--- config.mk ---
export PLATFORM = sky130hd
export DESIGN_NAME = exc_collector_flat
export DESIGN_NICKNAME = d
export VERILOG_FILES = /design/src/rtl/exc_collector_if.sv /design/src/rtl/exc_collector.sv /design/src/flat_wrapper.sv
export SDC_FILE = /design/constraint.sdc
export NUM_CORES = 1
export LEC_CHECK = 0
export CAP_MARGIN = 20
export CORE_MARGIN = 5
export CORE_UTILIZATION = 35
export CTS_CLUSTER_DIAMETER = 50
export CTS_CLUSTER_SIZE = 12
export DETAILED_ROUTE_END_ITERATION = 10
export GPL_TIMING_DRIVEN = 0
export PLACE_DENSITY = 0.81
export SLEW_MARGIN = 20
export SYNTH_ARGS = -nofsm -noshare
export SYNTH_HDL_FRONTEND = slang
export SYNTH_SLANG_ARGS = --single-unit
--- constraint.sdc ---
create_clock -name clk -period 2.6 [get_ports clk]
set_input_delay 0.78 -clock clk [delete_from_list [all_inputs] [get_ports clk]]
set_output_delay 0.78 -clock clk [all_outputs]
set_load 0.02 [all_outputs]
--- src/rtl/exc_collector_if.sv ---
// MEM-stage exception flags, CP0 state and the collector's commit/flush/redirect outputs.
interface exc_collector_if;
  logic        mem_valid;
  logic        mem_stall;
  logic [31:0] mem_pc;
  logic        mem_in_ds;
  logic        mem_ri;
  logic        mem_sys;
  logic        mem_brk;
  logic        mem_ov;
  logic        mem_eret;
  logic        mem_adel_d;
  logic        mem_ades_d;
  logic [31:0] mem_badaddr;
  logic [5:0]  int_;
  logic [31:0] cp0_status;
  logic [31:0] cp0_cause;
  logic [31:0] cp0_epc;

  logic [5:0]  int_sync_o;
  logic [4:0]  exc_type_o;
  logic [31:0] exc_pc_o;
  logic        exc_in_ds_o;
  logic [31:0] exc_badaddr_o;
  logic        exc_we_mem_o;
  logic        flush_o;
  logic        redirect_o;
  logic [31:0] redirect_pc_o;

  modport master (
    output mem_valid, mem_stall, mem_pc, mem_in_ds, mem_ri, mem_sys, mem_brk, mem_ov,
           mem_eret, mem_adel_d, mem_ades_d, mem_badaddr, int_, cp0_status, cp0_cause, cp0_epc,
    input  int_sync_o, exc_type_o, exc_pc_o, exc_in_ds_o, exc_badaddr_o, exc_we_mem_o,
           flush_o, redirect_o, redirect_pc_o
  );

  modport slave (
    input  mem_valid, mem_stall, mem_pc, mem_in_ds, mem_ri, mem_sys, mem_brk, mem_ov,
           mem_eret, mem_adel_d, mem_ades_d, mem_badaddr, int_, cp0_status, cp0_cause, cp0_epc,
    output int_sync_o, exc_type_o, exc_pc_o, exc_in_ds_o, exc_badaddr_o, exc_we_mem_o,
           flush_o, redirect_o, redirect_pc_o
  );
endinterface

--- src/rtl/exc_collector.sv ---
// Picks the highest-priority MEM-stage exception or interrupt, commits it to CP0 for one cycle,
// then holds flush for FLUSH_CYCLES cycles and a one-cycle clear before accepting again.
module exc_collector #(
  parameter logic [31:0] EXC_VECTOR   = 32'hBFC00380,
  parameter int unsigned FLUSH_CYCLES = 2
) (
  input  logic         clk,
  input  logic         rst,
  exc_collector_if.slave bus
);
  localparam int unsigned CW       = (FLUSH_CYCLES > 1) ? $clog2(FLUSH_CYCLES) : 1;
  localparam logic [CW-1:0] CNT_LOAD = CW'(FLUSH_CYCLES - 1);

  localparam logic [4:0] CODE_NONE = 5'b11111;
  localparam logic [4:0] CODE_INT  = 5'b00000;
  localparam logic [4:0] CODE_SINT = 5'b10111;
  localparam logic [4:0] CODE_ADEL = 5'b00001;
  localparam logic [4:0] CODE_RI   = 5'b10101;
  localparam logic [4:0] CODE_SYS  = 5'b00011;
  localparam logic [4:0] CODE_BRK  = 5'b00100;
  localparam logic [4:0] CODE_OV   = 5'b00010;
  localparam logic [4:0] CODE_ERET = 5'b00101;

  typedef enum logic [1:0] {IDLE, COMMIT, FLUSH, CLEAR} state_t;

  state_t        state;
  logic [CW-1:0] cnt;
  logic [5:0]    int_meta;

  logic          int_pend;
  logic          hw_int;
  logic [4:0]    cand_code;
  logic [31:0]   cand_bad;
  logic          cand_we;
  logic          cand_eret;
  logic          take;

  logic          unused_ok;
  assign unused_ok = ^{bus.cp0_status[31:16], bus.cp0_status[7:2],
                       bus.cp0_cause[31:10], bus.cp0_cause[7:0]};

  // Soft IP sits below the six hardware lines in the IM[15:8] mask.
  assign int_pend = bus.cp0_status[0] & ~bus.cp0_status[1] &
                    (|({bus.int_sync_o, bus.cp0_cause[9:8]} & bus.cp0_status[15:8]));
  assign hw_int   = |(bus.int_sync_o & bus.cp0_status[15:10]);

  always_comb begin
    cand_code = CODE_NONE;
    cand_bad  = 32'h0;
    cand_we   = 1'b0;
    cand_eret = 1'b0;
    if (int_pend) begin
      cand_code = hw_int ? CODE_INT : CODE_SINT;
    end else if (|bus.mem_pc[1:0]) begin
      cand_code = CODE_ADEL;
      cand_bad  = bus.mem_pc;
    end else if (bus.mem_ri) begin
      cand_code = CODE_RI;
    end else if (bus.mem_sys) begin
      cand_code = CODE_SYS;
    end else if (bus.mem_brk) begin
      cand_code = CODE_BRK;
    end else if (bus.mem_ov) begin
      cand_code = CODE_OV;
    end else if (bus.mem_adel_d) begin
      cand_code = CODE_ADEL;
      cand_bad  = bus.mem_badaddr;
    end else if (bus.mem_ades_d) begin
      cand_code = CODE_ADEL;
      cand_bad  = bus.mem_badaddr;
      cand_we   = 1'b1;
    end else if (bus.mem_eret) begin
      cand_code = CODE_ERET;
      cand_eret = 1'b1;
    end
  end

  assign take = bus.mem_valid & ~bus.mem_stall & (cand_code != CODE_NONE);

  always_ff @(posedge clk) begin
    if (rst) begin
      state             <= IDLE;
      cnt               <= '0;
      int_meta          <= 6'h0;
      bus.int_sync_o    <= 6'h0;
      bus.exc_type_o    <= CODE_NONE;
      bus.exc_pc_o      <= 32'h0;
      bus.exc_in_ds_o   <= 1'b0;
      bus.exc_badaddr_o <= 32'h0;
      bus.exc_we_mem_o  <= 1'b0;
      bus.flush_o       <= 1'b0;
      bus.redirect_o    <= 1'b0;
      bus.redirect_pc_o <= 32'h0;
    end else begin
      int_meta       <= bus.int_;
      bus.int_sync_o <= int_meta;
      case (state)
        IDLE: begin
          if (take) begin
            bus.exc_type_o    <= cand_code;
            bus.exc_pc_o      <= bus.mem_pc;
            bus.exc_in_ds_o   <= bus.mem_in_ds;
            bus.exc_badaddr_o <= cand_bad;
            bus.exc_we_mem_o  <= cand_we;
            bus.flush_o       <= 1'b1;
            bus.redirect_o    <= 1'b1;
            bus.redirect_pc_o <= cand_eret ? bus.cp0_epc : EXC_VECTOR;
            state             <= COMMIT;
          end
        end
        COMMIT: begin
          // CP0 must see the event for exactly this one cycle.
          bus.exc_type_o    <= CODE_NONE;
          bus.exc_pc_o      <= 32'h0;
          bus.exc_in_ds_o   <= 1'b0;
          bus.exc_badaddr_o <= 32'h0;
          bus.exc_we_mem_o  <= 1'b0;
          bus.redirect_o    <= 1'b0;
          bus.redirect_pc_o <= 32'h0;
          cnt               <= CNT_LOAD;
          if (CNT_LOAD == '0) begin
            bus.flush_o <= 1'b0;
            state       <= CLEAR;
          end else begin
            bus.flush_o <= 1'b1;
            state       <= FLUSH;
          end
        end
        FLUSH: begin
          cnt <= cnt - 1'b1;
          if (cnt == CW'(1)) begin
            bus.flush_o <= 1'b0;
            state       <= CLEAR;
          end
        end
        CLEAR: begin
          cnt   <= '0;
          state <= IDLE;
        end
        default: state <= IDLE;
      endcase
    end
  end
endmodule

--- src/flat_wrapper.sv ---
// flat-port wrapper written by rule: the top's interface ports become plain ports
module exc_collector_flat 
#(
  parameter logic [31:0] EXC_VECTOR   = 32'hBFC00380,
  parameter int unsigned FLUSH_CYCLES = 2
)
  (clk, rst, bus_mem_valid, bus_mem_stall, bus_mem_pc, bus_mem_in_ds, bus_mem_ri, bus_mem_sys, bus_mem_brk, bus_mem_ov, bus_mem_eret, bus_mem_adel_d, bus_mem_ades_d, bus_mem_badaddr, bus_int_, bus_cp0_status, bus_cp0_cause, bus_cp0_epc, bus_int_sync_o, bus_exc_type_o, bus_exc_pc_o, bus_exc_in_ds_o, bus_exc_badaddr_o, bus_exc_we_mem_o, bus_flush_o, bus_redirect_o, bus_redirect_pc_o);
  exc_collector_if bus_i ();
  input  logic clk;
  input  logic rst;
  input wire logic [$bits(bus_i.mem_valid)-1:0] bus_mem_valid;
  input wire logic [$bits(bus_i.mem_stall)-1:0] bus_mem_stall;
  input wire logic [$bits(bus_i.mem_pc)-1:0] bus_mem_pc;
  input wire logic [$bits(bus_i.mem_in_ds)-1:0] bus_mem_in_ds;
  input wire logic [$bits(bus_i.mem_ri)-1:0] bus_mem_ri;
  input wire logic [$bits(bus_i.mem_sys)-1:0] bus_mem_sys;
  input wire logic [$bits(bus_i.mem_brk)-1:0] bus_mem_brk;
  input wire logic [$bits(bus_i.mem_ov)-1:0] bus_mem_ov;
  input wire logic [$bits(bus_i.mem_eret)-1:0] bus_mem_eret;
  input wire logic [$bits(bus_i.mem_adel_d)-1:0] bus_mem_adel_d;
  input wire logic [$bits(bus_i.mem_ades_d)-1:0] bus_mem_ades_d;
  input wire logic [$bits(bus_i.mem_badaddr)-1:0] bus_mem_badaddr;
  input wire logic [$bits(bus_i.int_)-1:0] bus_int_;
  input wire logic [$bits(bus_i.cp0_status)-1:0] bus_cp0_status;
  input wire logic [$bits(bus_i.cp0_cause)-1:0] bus_cp0_cause;
  input wire logic [$bits(bus_i.cp0_epc)-1:0] bus_cp0_epc;
  output wire logic [$bits(bus_i.int_sync_o)-1:0] bus_int_sync_o;
  output wire logic [$bits(bus_i.exc_type_o)-1:0] bus_exc_type_o;
  output wire logic [$bits(bus_i.exc_pc_o)-1:0] bus_exc_pc_o;
  output wire logic [$bits(bus_i.exc_in_ds_o)-1:0] bus_exc_in_ds_o;
  output wire logic [$bits(bus_i.exc_badaddr_o)-1:0] bus_exc_badaddr_o;
  output wire logic [$bits(bus_i.exc_we_mem_o)-1:0] bus_exc_we_mem_o;
  output wire logic [$bits(bus_i.flush_o)-1:0] bus_flush_o;
  output wire logic [$bits(bus_i.redirect_o)-1:0] bus_redirect_o;
  output wire logic [$bits(bus_i.redirect_pc_o)-1:0] bus_redirect_pc_o;
  assign bus_i.mem_valid = bus_mem_valid;
  assign bus_i.mem_stall = bus_mem_stall;
  assign bus_i.mem_pc = bus_mem_pc;
  assign bus_i.mem_in_ds = bus_mem_in_ds;
  assign bus_i.mem_ri = bus_mem_ri;
  assign bus_i.mem_sys = bus_mem_sys;
  assign bus_i.mem_brk = bus_mem_brk;
  assign bus_i.mem_ov = bus_mem_ov;
  assign bus_i.mem_eret = bus_mem_eret;
  assign bus_i.mem_adel_d = bus_mem_adel_d;
  assign bus_i.mem_ades_d = bus_mem_ades_d;
  assign bus_i.mem_badaddr = bus_mem_badaddr;
  assign bus_i.int_ = bus_int_;
  assign bus_i.cp0_status = bus_cp0_status;
  assign bus_i.cp0_cause = bus_cp0_cause;
  assign bus_i.cp0_epc = bus_cp0_epc;
  assign bus_int_sync_o = bus_i.int_sync_o;
  assign bus_exc_type_o = bus_i.exc_type_o;
  assign bus_exc_pc_o = bus_i.exc_pc_o;
  assign bus_exc_in_ds_o = bus_i.exc_in_ds_o;
  assign bus_exc_badaddr_o = bus_i.exc_badaddr_o;
  assign bus_exc_we_mem_o = bus_i.exc_we_mem_o;
  assign bus_flush_o = bus_i.flush_o;
  assign bus_redirect_o = bus_i.redirect_o;
  assign bus_redirect_pc_o = bus_i.redirect_pc_o;
  exc_collector #(.EXC_VECTOR(EXC_VECTOR), .FLUSH_CYCLES(FLUSH_CYCLES)) u_core (.clk(clk), .rst(rst), .bus(bus_i));
endmodule
# After elaboration in Yosys (flattened, before gate mapping)
# Cells that the tools add are included.
# classes
n_addsub	1
eq_ne	6
muxes	56
bitwise	8
n_reduce_logical	10
# op_table
op	n
32-bit 2-to-1 mux	12
32-bit case mux with 2 select lines	3
5-bit 2-to-1 mux	11
1-bit 2-to-1 mux	21
5-bit case mux with 2 select lines	1
8-bit bitwise AND	1
2-bit case mux with 4 select lines	1
8-bit OR reduction	1
6-bit bitwise AND	1
1-bit case mux with 2 select lines	3
1-bit case mux with 3 select lines	2
3-bit nonzero test	2
6-bit OR reduction	1
5-bit inequality test (second input constant)	1
1-bit bitwise AND	4
2-bit == test (second input constant)	2
2-bit 2-to-1 mux	2
2-bit by 1-bit inequality test with 1-bit output (second input constant)	2
2-bit AND reduction	2
3-bit AND reduction	1
2-bit by 1-bit == test with 1-bit output (second input constant)	1
2-bit zero test	1
1-bit inverter	2
2-bit nonzero test	1
2 further kinds	2
# word_totals
register_bits	120
input_bits	178
output_inout_bits	111
wordCells	93

# Logic depth before layout (Yosys ltp)
# logic_depth
word_depth	13
ltp_mapped	8
mapped_depth_nobuf	6

# Worst setup path before layout
# OpenSTA, ideal clock, no wires.
# synth_timing
path_kind	in2reg
start	in bus_mem_sys
end	reg u_core.bus.redirect_pc_o[15] (netlist name)
setup_ns	0.115
t_arrival_ns	2.373
required_ns	2.485
setup_slack_ns	0.112
cell_stages	7
n_path_buf	2
path_cell_list	or4_4 nor3b_4 o211a_1 buf_4 nor2_4 buf_6 a31o_1
# synth_between
elab_chain_len	8
word_cells_on_any_way	15
classes_between	2 x eq/ne; 11 x mux; 1 x bitwise; 1 x reduce/logical
# synth_lines
element	line_no	source
from (decl)	flat_wrapper.sv:16	input wire logic [$bits(bus_i.mem_sys)-1:0] bus_mem_sys;
5-bit 2-to-1 mux	exc_collector.sv:59	end else if (bus.mem_sys) begin
5-bit 2-to-1 mux	exc_collector.sv:57	end else if (bus.mem_ri) begin
5-bit 2-to-1 mux	exc_collector.sv:54	end else if (|bus.mem_pc[1:0]) begin
5-bit 2-to-1 mux	exc_collector.sv:52	if (int_pend) begin
5-bit inequality test	exc_collector.sv:78	assign take = bus.mem_valid & ~bus.mem_stall & (cand_code != CODE_NONE);
1-bit bitwise AND	exc_collector.sv:78	
2-bit by 1-bit inequality test with 1-bit output (no line)	n/a	
2-bit AND reduction (no line)	n/a	
to (signal assigned)	exc_collector.sv:107	bus.redirect_pc_o <= cand_eret ? bus.cp0_epc : EXC_VECTOR;
to (decl)	exc_collector_if.sv:41	flush_o, redirect_o, redirect_pc_o
# Several ways; a longest one is shown, not always the timed one. The select of a mux whose other input is x is not followed.
# A chain may end at the register's enable or synchronous reset.

# Final worst setup path
# layout_timing
start	in bus_cp0_cause[8]
end	reg u_core.bus.redirect_pc_o[26] (netlist name)
# layout_between
elab_chain_len	8
word_cells_on_any_way	12
classes_between	2 x eq/ne; 5 x mux; 3 x bitwise; 2 x reduce/logical
# layout_lines
element	line_no	source
from (decl)	flat_wrapper.sv:25	input wire logic [$bits(bus_i.cp0_cause)-1:0] bus_cp0_cause;
8-bit bitwise AND *	exc_collector.sv:44	(|({bus.int_sync_o, bus.cp0_cause[9:8]} & bus.cp0_status[15:8]));
8-bit OR reduction *	exc_collector.sv:44	
1-bit bitwise AND *	exc_collector.sv:43	assign int_pend = bus.cp0_status[0] & ~bus.cp0_status[1] &
5-bit 2-to-1 mux	exc_collector.sv:52	
5-bit inequality test	exc_collector.sv:78	
1-bit bitwise AND	exc_collector.sv:78	
2-bit by 1-bit inequality test with 1-bit output (no line)	n/a	
2-bit AND reduction (no line)	n/a	
# Mark *: on every way between the ends. The rest lies on a longest branch, timed or not. The select of a mux whose other input is x is not followed.

==> flow_summary.toml <==
[floorplanning]
start_util = 0.356
core_area_um2 = 14500
die_area_um2 = 17300
die_w_um = 132
rows = 44
die_height_um = 132
pin_count = 289

[run]
cap_violations = 0

[synthesis]
synth_top_flop_cell = "dfxtp_1"
syn_nets = 711
synth_edf_count = 0
ys_warn_count = 0
synth_seq_area_share = 0.464
synthCells = 527
syn_area_um2 = 5180
async_flop_share = 0
ys_ff_latch = 120
synth.avg_cell_area_um2 = 9.82
synth.distinct_cells = 46

[timing]
setup_slack_ns = 0.0927
worst_slew_pin_slew_ns = 0.636
drv_slew = 0
max_freq_mhz = 399
skew_ns = 0.00686
hold_viol = 0
period_needed_ns = 2.51
fin_tns_setup_ns = 0
post-route-period-util = 0.964
setup_viol = 0
rsz0062_at_grt = "false"
fin_hold_ws_ns = 0.436
relSlewSlack = 0.576

[clocking]
cts.clk_slew.worst_paths_ns = 0.05
cts_buffer_depth = 2
clk_latency_ns = 0.42
cts_sinks = 120
cts-root-buf = "clkbuf_16"
htreeDepth = 4
cts_buffers = 17
cts_tree = "built"

[routing]
vias = 5324
first_pass_iters = 5
ant_nets = 0
wl_per_cell_um = 19.3
wirelength_um = 19000
drt_iter0_drc = 201
drc = 0
drt-vias-per-instance = 5.40

[global_routing]
globalRouteMet1Util = 0.259
use_met3 = 0.0608
grt_pass1_wl_um = 29900
grt-busiest-layer = "met2"
grt_start_max_net_pins = 17
grt_use_total = 0.213
overflow = 0
antenna_found_initial = 0
grt_pass1_vias = 5436
grt_use_met2 = 0.354

[run_status]
status = "completed"

[worst_hold_path]
min-delay-start = "u_core.int_meta[5]$_SDFF_PP0_"
hold_path.class = "flip-flop to flip-flop"

[power]
ir_drop_v = 0.000472
p_leak_uw = 0.00323
powerDensity_nw_per_um2 = 903

[critical_path]
cp.required_ns = 2.94
worstPathMaxFanout = 10
critPathKind = "primary input to flip-flop"
critPathArrivalTime_ns = 2.84
crit_path_end_kind = "flip-flop"
r2r_start = "u_core.state[0]$_SDFFE_PP0P_"
setup.worst_path.start = "bus_cp0_cause[8]"
r2r_setup_slack_ns = 0.21
critPathLaunchType = "primary input"

[finish]
final_nets = 974
antenna_cells = 0
area_growth_pct = 64.6
drive_gt1_frac = 0.0985
fin_util = 0.586
finalNonFillerCells = 986

[placed_design]
gp_congestion = 0.807
post-place-ws_ns = -0.860
port-buffer-count = 236
dp_hpwl_um = 13900
dp.cells = 947
cells by family (layout without fill, tap and decap cells):
logic type	after synthesis	in the layout	synth area share
adders and majority gates	6	6	0.0145
muxes	12	12	0.0232
buffers and inverters	64	338	0.0549
and+or+nand+nor	111	112	0.147
AOI/OAI and AO/OA	214	214	0.297
DFF	120	120	0.464
Yosys cell counts (4+ instances only):
library cell,number,area [um2]
dfxtp_1,120,2400
o21ai_0,48,240
nand4b_1,45,394
clkbuf_1,39,146
a21oi_1,38,190
a22oi_1,34,255
o2bb2ai_1,33,289
o211a_1,21,210
a31o_1,20,175
nor2b_1,15,93.8
nand2_1,14,52.6
mux2i_1,12,120
nor2_1,12,45.0
buf_2,8,40.0
nor3_1,7,35.0
ha_1,6,75.1
inv_1,6,22.5
a31oi_1,5,31.3
buf_1,4,15.0
o32a_1,4,40.0
metrics by stage:
step / area [um2] / total power (uW)
finish: 8520 / 7700
global route: 8520 / 8060
CTS: 8500 / 7710
detailed placement: 7770 / 5240
global placement: 7770 / 5200
floorplan: 5180 / 3960
layout by cell type, fill, tap and decap left out, drive strengths merged, types with 3 or more instances in the layout:
| cell type | instances |
|---|---|
| inv | 6 |
| clkbuf | 63 |
| a31oi | 5 |
| o2bb2ai | 33 |
| clkdlybuf4s50 | 232 |
| nor3 | 7 |
| a31o | 21 |
| bufinv | 3 |
| dfxtp | 120 |
| mux2i | 12 |
| nand2 | 14 |
| or2 | 3 |
| nand2b | 3 |
| a22oi | 34 |
| buf | 22 |
| o32a | 4 |
| nor2 | 14 |
| nor2b | 15 |
| o211a | 21 |
| clkinv | 7 |
| ha | 6 |
| nand4b | 45 |
| dlygate4sd2 | 4 |
| nand4 | 3 |
| o21ai | 49 |
| a21oi | 39 |
final cells by class:
cell class,instances,area [um2]
multi-input combinational,344,2530
clock buffer,21,450
sequential,120,2400
inverter,7,26.3
timing repair buffer,244,2440
fill,1278,6010
clock inverter,10,128
buffer,56,312
tap,184,230
registers in the layout, summed over array words and instances (netlist names):
name	cells
u_core.bus.exc_pc_o	32
u_core.int_meta	6
u_core.bus.exc_in_ds_o	1
u_core.bus.flush_o	1
u_core.bus.exc_type_o	5
u_core.bus.exc_we_mem_o	1
u_core.cnt	1
u_core.bus.int_sync_o	6
u_core.bus.exc_badaddr_o	32
u_core.bus.redirect_o	1
u_core.bus.redirect_pc_o	32
u_core.state	2
path summary, 6_finish.rpt:
check,end,depth (start not counted)
setup / recovery,u_core.bus.redirect_pc_o[26]$_SDFFE_PP0P_,8
hold / removal,u_core.bus.int_sync_o[5]$_SDFF_PP0_,1
setup reg to reg,u_core.bus.exc_pc_o[25]$_SDFFE_PP0P_,7
hold reg to reg,u_core.bus.int_sync_o[5]$_SDFF_PP0_,1
power breakdown:
group	internal, uW	switching (uW)
combinational	1340	1670
sequential	2180	178
clock	1510	816
total	5030	2670
layer usage:
metal	wire, um	share of wire	vias to the layer above
met5	0	0	-
met4	499	0.026	0
met3	1280	0.067	38
met2	9140	0.48	216
met1	8100	0.43	2516
li1	-	-	2554
critical path: stages:
cell and delay [ns]:
clkdlybuf4s50_1 0.48, a22oi_1 0.11, and4_1 0.32, o211a_1 0.27, buf_6 0.15, nor2_4 0.27, buf_6 0.23, mux2i_1 0.22
what timing repair did:
action / 4_1_cts / 5_1_grt
endpoints found under the setup margin: 102 / 96
pin swaps: 5 / 2
buffers inserted: 6 / 0
cloned: 3 / 0
resized for setup: 34 / 9
hold buffers: 0 / 0
Note: power is estimated with default switching activity, not from simulation.
